### src/rtl/regfile_pkg.sv
// Shared constants and FSM encoding for the multiport register file.
// No logic; pure type and parameter definitions.
package regfile_pkg;

    localparam int DEFAULT_DATA_W = 16;
    localparam int DEFAULT_ADDR_W = 4;
    localparam int ZERO_ADDR      = 0;

    typedef enum logic {
        CLEAR = 1'b0,
        READY = 1'b1
    } state_t;

endpackage

### src/rtl/regfile_clear_seq.sv
// Post-reset clear sequencer: walks every entry once, then parks in READY.
// Latency: busy for exactly 2**ADDR_W cycles after reset release; no backpressure.
module regfile_clear_seq
    import regfile_pkg::*;
#(
    parameter int ADDR_W = DEFAULT_ADDR_W
) (
    input  logic              clk,
    input  logic              reset,
    output logic              busy,
    output logic              clr_en,
    output logic [ADDR_W-1:0] clr_addr
);

    state_t            state;
    state_t            state_nxt;
    logic [ADDR_W-1:0] cnt;
    logic [ADDR_W-1:0] cnt_nxt;

    always_ff @(posedge clk) begin
        if (reset) begin
            state <= CLEAR;
            cnt   <= '0;
        end else begin
            state <= state_nxt;
            cnt   <= cnt_nxt;
        end
    end

    always_comb begin
        state_nxt = state;
        cnt_nxt   = cnt;
        busy      = 1'b0;
        clr_en    = 1'b0;
        case (state)
            CLEAR: begin
                busy   = 1'b1;
                clr_en = 1'b1;
                // The last entry is cleared on the same edge that leaves CLEAR.
                if (cnt == '1) begin
                    cnt_nxt   = '0;
                    state_nxt = READY;
                end else begin
                    cnt_nxt = cnt + 1'b1;
                end
            end
            READY: begin
                state_nxt = READY;
            end
            default: begin
                state_nxt = CLEAR;
            end
        endcase
    end

    assign clr_addr = cnt;

endmodule

### src/rtl/regfile_multiport.sv
// Two-read/one-write register file with sequenced clear, optional bypass and zero register.
// Latency: 1 cycle read; writes visible after the write edge; writes dropped (and flagged) while busy.
module regfile_multiport
    import regfile_pkg::*;
#(
    parameter int DATA_W   = DEFAULT_DATA_W,
    parameter int ADDR_W   = DEFAULT_ADDR_W,
    parameter bit BYPASS   = 1'b1,
    parameter bit ZERO_REG = 1'b0
) (
    input  logic              clk,
    input  logic              reset,
    input  logic [ADDR_W-1:0] rd_addr_a,
    input  logic [ADDR_W-1:0] rd_addr_b,
    output logic [DATA_W-1:0] rd_data_a,
    output logic [DATA_W-1:0] rd_data_b,
    input  logic              wr_en,
    input  logic [ADDR_W-1:0] wr_addr,
    input  logic [DATA_W-1:0] wr_data,
    output logic              busy,
    output logic              wr_dropped
);

    localparam int DEPTH = 1 << ADDR_W;
    localparam logic [ADDR_W-1:0] ZERO_A = ADDR_W'(ZERO_ADDR);

    logic [DATA_W-1:0] mem [DEPTH];

    logic              clr_en;
    logic [ADDR_W-1:0] clr_addr;
    logic              wr_hit_zero;
    logic              wr_ok;
    logic [DATA_W-1:0] rd_nxt_a;
    logic [DATA_W-1:0] rd_nxt_b;

    regfile_clear_seq #(
        .ADDR_W (ADDR_W)
    ) u_clear_seq (
        .clk      (clk),
        .reset    (reset),
        .busy     (busy),
        .clr_en   (clr_en),
        .clr_addr (clr_addr)
    );

    assign wr_hit_zero = ZERO_REG && (wr_addr == ZERO_A);
    assign wr_ok       = wr_en && !reset && !busy && !wr_hit_zero;

    // clr_en and wr_ok never overlap: user writes are blocked while busy.
    always_ff @(posedge clk) begin
        if (clr_en) begin
            mem[clr_addr] <= '0;
        end else if (wr_ok) begin
            mem[wr_addr] <= wr_data;
        end
    end

    always_comb begin
        rd_nxt_a = mem[rd_addr_a];
        rd_nxt_b = mem[rd_addr_b];
        if (BYPASS && wr_ok && (rd_addr_a == wr_addr)) begin
            rd_nxt_a = wr_data;
        end
        if (BYPASS && wr_ok && (rd_addr_b == wr_addr)) begin
            rd_nxt_b = wr_data;
        end
        // Zero masking wins over bypass.
        if (ZERO_REG && (rd_addr_a == ZERO_A)) begin
            rd_nxt_a = '0;
        end
        if (ZERO_REG && (rd_addr_b == ZERO_A)) begin
            rd_nxt_b = '0;
        end
    end

    always_ff @(posedge clk) begin
        if (reset) begin
            rd_data_a  <= '0;
            rd_data_b  <= '0;
            wr_dropped <= 1'b0;
        end else begin
            wr_dropped <= wr_en && (busy || wr_hit_zero);
            if (busy) begin
                rd_data_a <= '0;
                rd_data_b <= '0;
            end else begin
                rd_data_a <= rd_nxt_a;
                rd_data_b <= rd_nxt_b;
            end
        end
    end

endmodule

### config.mk
export PLATFORM = sky130hd
export DESIGN_NAME = regfile_multiport
export DESIGN_NICKNAME = d
export VERILOG_FILES = /design/src/rtl/regfile_pkg.sv /design/src/rtl/regfile_clear_seq.sv /design/src/rtl/regfile_multiport.sv
export SDC_FILE = /design/constraint.sdc
export NUM_CORES = 1
export LEC_CHECK = 0
export ABC_AREA = 1
export ABC_CLOCK_PERIOD_IN_PS = 2350
export BUFFER_PORTS_ARGS = -buffer_cell sky130_fd_sc_hd__buf_4
export CAP_MARGIN = 20
export CORE_MARGIN = 2
export CORE_UTILIZATION = 55
export CTS_BUF_LIST = sky130_fd_sc_hd__clkbuf_2
export DETAILED_ROUTE_END_ITERATION = 6
export PLACE_DENSITY = 0.83
export SLEW_MARGIN = 15
export SYNTH_ARGS = -nofsm -noshare
export SYNTH_HDL_FRONTEND = slang
export SYNTH_SLANG_ARGS = --single-unit
### constraint.sdc
create_clock -name clk -period 2.35 [get_ports clk]
set_input_delay 0.3525 -clock clk [delete_from_list [all_inputs] [get_ports clk]]
set_output_delay 0.3525 -clock clk [all_outputs]
set_load 0.05 [all_outputs]
==> reports/metrics.yaml <==
routing:
  remaining_drc_errors: 8
  viasPerCell: 6.06
  first_iter_violations: 2119
  wl_mm: 44.3
  num_vias: 13600
  post_drt_wl_per_cell_um: 19.8
  drtPass1Iterations: 7
  antenna_left: 0
floorplanning:
  rows: 60
  core_um2: 26800
  die_area_um2: 28500
  initial_core_util_pct: 55.8
  design.portCount: 65
  fp.dieH_um: 169
  die_w_um: 169
clocking:
  cts_resized: 0
  cts_hold_buf: 15
  htreeDepth: 3
  clock-sinks: 294
  numCtsBuffers: 76
  clk_pin_slew_ps: 110
  cts_tree: "yes"
  clock_path_buffers: 3
  postCtsSetupBuffers: 0
  root_buffer: "clkbuf_2"
  clk_latency_ps: 880
setup_path:
  r2r-start: "u_clear_seq.state$_SDFF_PP0_"
  reg2reg_depth: 7
  critPathLaunchType: "register"
  rrSetupSlack_ps: 210
  worstPathArrival_ps: 2630
  worstPathMaxFanout: 14
  reg2reg_to: "mem[6][6]$_DFFE_PP_"
  required_ps: 2850
  worstSetupEndpointType: "register"
  crit_type: "reg2reg"
global_route:
  grt_first_pass_wirelength_mm: 68.3
  grt_util_met1_pct: 40.5
  grtUsageTotal_pct: 30.9
  antenna_found_initial: 1
  grt_pass1_vias: 13000
  grt_use_met3_pct: 7.90
  grtUsageMet2_pct: 49.2
  top_usage_layer: "met2"
  overflow: 0
  grt_max_degree: 71
pwr:
  power_mw: 10.7
  switching_share_pct: 28.9
  seqPwrFrac_pct: 53.8
  leakage_nw: 7.63
  clock_power_share_pct: 33.4
  p_sw_mw: 3.08
  internal_power_mw: 7.57
  combPwrFrac_pct: 12.8
  peakVddDrop_mv: 0.265
  powerDensity_nw_per_um2: 622
synth:
  synth_area_um2: 15000
  synth_cell_types: 25
  synth_area_leaders: "edfxtp_1 (51%), nand2_1 (13%), nand3_1 (8.7%)"
  synth_seq_cells: 294
  yosysMostFrequentCell: "nand2_1"
  synth_top_area_share_pct: 51.4
  async_reset_ff_share_pct: 0
  yosysWarningCount: 0
  synth.avg_cell_area_um2: 8.72
  syn_nets: 1749
  yosysTopAreaCell: "edfxtp_1"
  synth_edf_count: 256
  synth-seq-area-share_pct: 56.5
  syn_inst: 1717
  synthTopCellsByCount: "nand2_1 (502), nand3_1 (260), edfxtp_1 (256)"
  synth_ff_type: "edfxtp_1"
timing:
  whs_ps: 52.7
  fin_tns_setup_ps: 0
  setup-violations-final: 0
  fin_crit_sh_pct: 90.9
  tightest_slew_ps: 588
  max_freq_ghz: 0.468
  drv_slew: 0
  rsz0062_at_grt: "no"
  maxSlewHeadroom_pct: 60.7
  setup_ws_ps: 214
  period_needed_ps: 2140
  fin_skew_ps: 109
  hold_violations: 0
placed_design:
  pre_cts_ws_ps: 160
  hpwl_mm: 27.4
  gp_congestion: 0.953
  io_buffers: 64
layout:
  final_nets: 1869
  fillers: 2082
  layout-drive-gt1-share_pct: 16.8
  syn2layout_area_growth_pct: 14.5
worst_hold_path:
  holdPathEnd: "mem[4][9]$_DFFE_PP_"
  hold_depth: 4
  min_from: "wr_data[9]"
  min_path_type: "in2reg"
status:
  status: "complete, but fails checks"
  violations: "design-rule violations"
flow_run:
  cap_violations: 0
-- cell families after synthesis --
family                     count (synthesis)  synth area share, %
buffers and inverters                    306                 7.99
AOI/OAI and AO/OA                        206                 9.66
adders and majority gates                  1               0.0836
and+or+nand+nor                          910                 25.8
DFF                                      294                 56.5
-- how the worst max path moves through the flow --
stage | endpoint | start
after global placement | mem[7][8]$_DFFE_PP_ | reset
after CTS | mem[6][6]$_DFFE_PP_ | u_clear_seq.state$_SDFF_PP0_
after detailed placement | mem[6][5]$_DFFE_PP_ | reset
after global routing | mem[6][6]$_DFFE_PP_ | u_clear_seq.state$_SDFF_PP0_
final | mem[6][6]$_DFFE_PP_ | u_clear_seq.state$_SDFF_PP0_
after floorplan | mem[12][0]$_DFFE_PP_ | u_clear_seq.state$_SDFF_PP0_
-- per-stage QoR --
stage	utilization, %	std cells	instance area, um^2
floorplan	-	1717	15000
global placement	60.8	2085	16300
detailed placement	60.8	2085	16300
CTS	63.9	2239	17100
global route	63.9	2240	17100
finish	63.9	2240	17100
-- metal layers --
metal | up-vias | routed length (um)
li1 | 6098 | -
met1 | 6221 | 16200
met2 | 1079 | 20200
met3 | 179 | 6400
met4 | 0 | 1570
met5 | - | 0
-- area by class of cell --
class,instances,area (um^2),area share (%)
Antenna cell,1,2.50,0.0146
Clock buffer,115,576,3.36
Clock inverter,24,121,0.708
Inverter,188,706,4.12
Multi-Input combinational cell,1117,5360,31.3
Sequential cell,294,8450,49.3
Tap cell,341,427,2.49
Timing Repair Buffer,160,1500,8.73
-- flip-flops by register name, summed over array words and instances (netlist names) --
register	flops
mem	256
rd_data_a	16
rd_data_b	16
u_clear_seq.clr_addr	4
u_clear_seq.state	1
wr_dropped	1
-- cell usage in the layout (no fill, tap or decap), types with 2 or more instances in the layout --
cell / count
nand3_1: 260
or2_2: 24
nand4_1: 5
inv_1: 182
nor2_4: 2
dlygate4sd3_1: 15
buf_6: 2
o211ai_1: 164
clkbuf_2: 115
nand2_1: 502
buf_4: 123
a21oi_1: 29
nor2_1: 92
clkinv_1: 20
o21ai_0: 11
buf_12: 20
and2_1: 2
nor2_2: 19
a211oi_1: 2
edfxtp_1: 256
dfxtp_1: 38
inv_2: 7
nand3_2: 3
-- worst max-delay path, stage by stage, from the launching register on --
cell	delay, ps
dfxtp_1	400
nand3_2	170
nand2_1	140
nand2_1	140
inv_1	100
nand3_1	270
nor2_2	320
buf_12	200
-- power groups by stage --
| stage | Sequential (mW) | Clock [mW] | Combinational [mW] |
|---|---|---|---|
| floorplan | 5.85 | 0 | 0.830 |
| CTS | 5.73 | 3.58 | 1.32 |
| global placement | 5.85 | 0 | 1.25 |
| finish | 5.73 | 3.56 | 1.36 |
| detailed placement | 5.85 | 0 | 1.29 |
| global route | 5.74 | 3.87 | 1.47 |
Power figures use the tool's default switching activity.
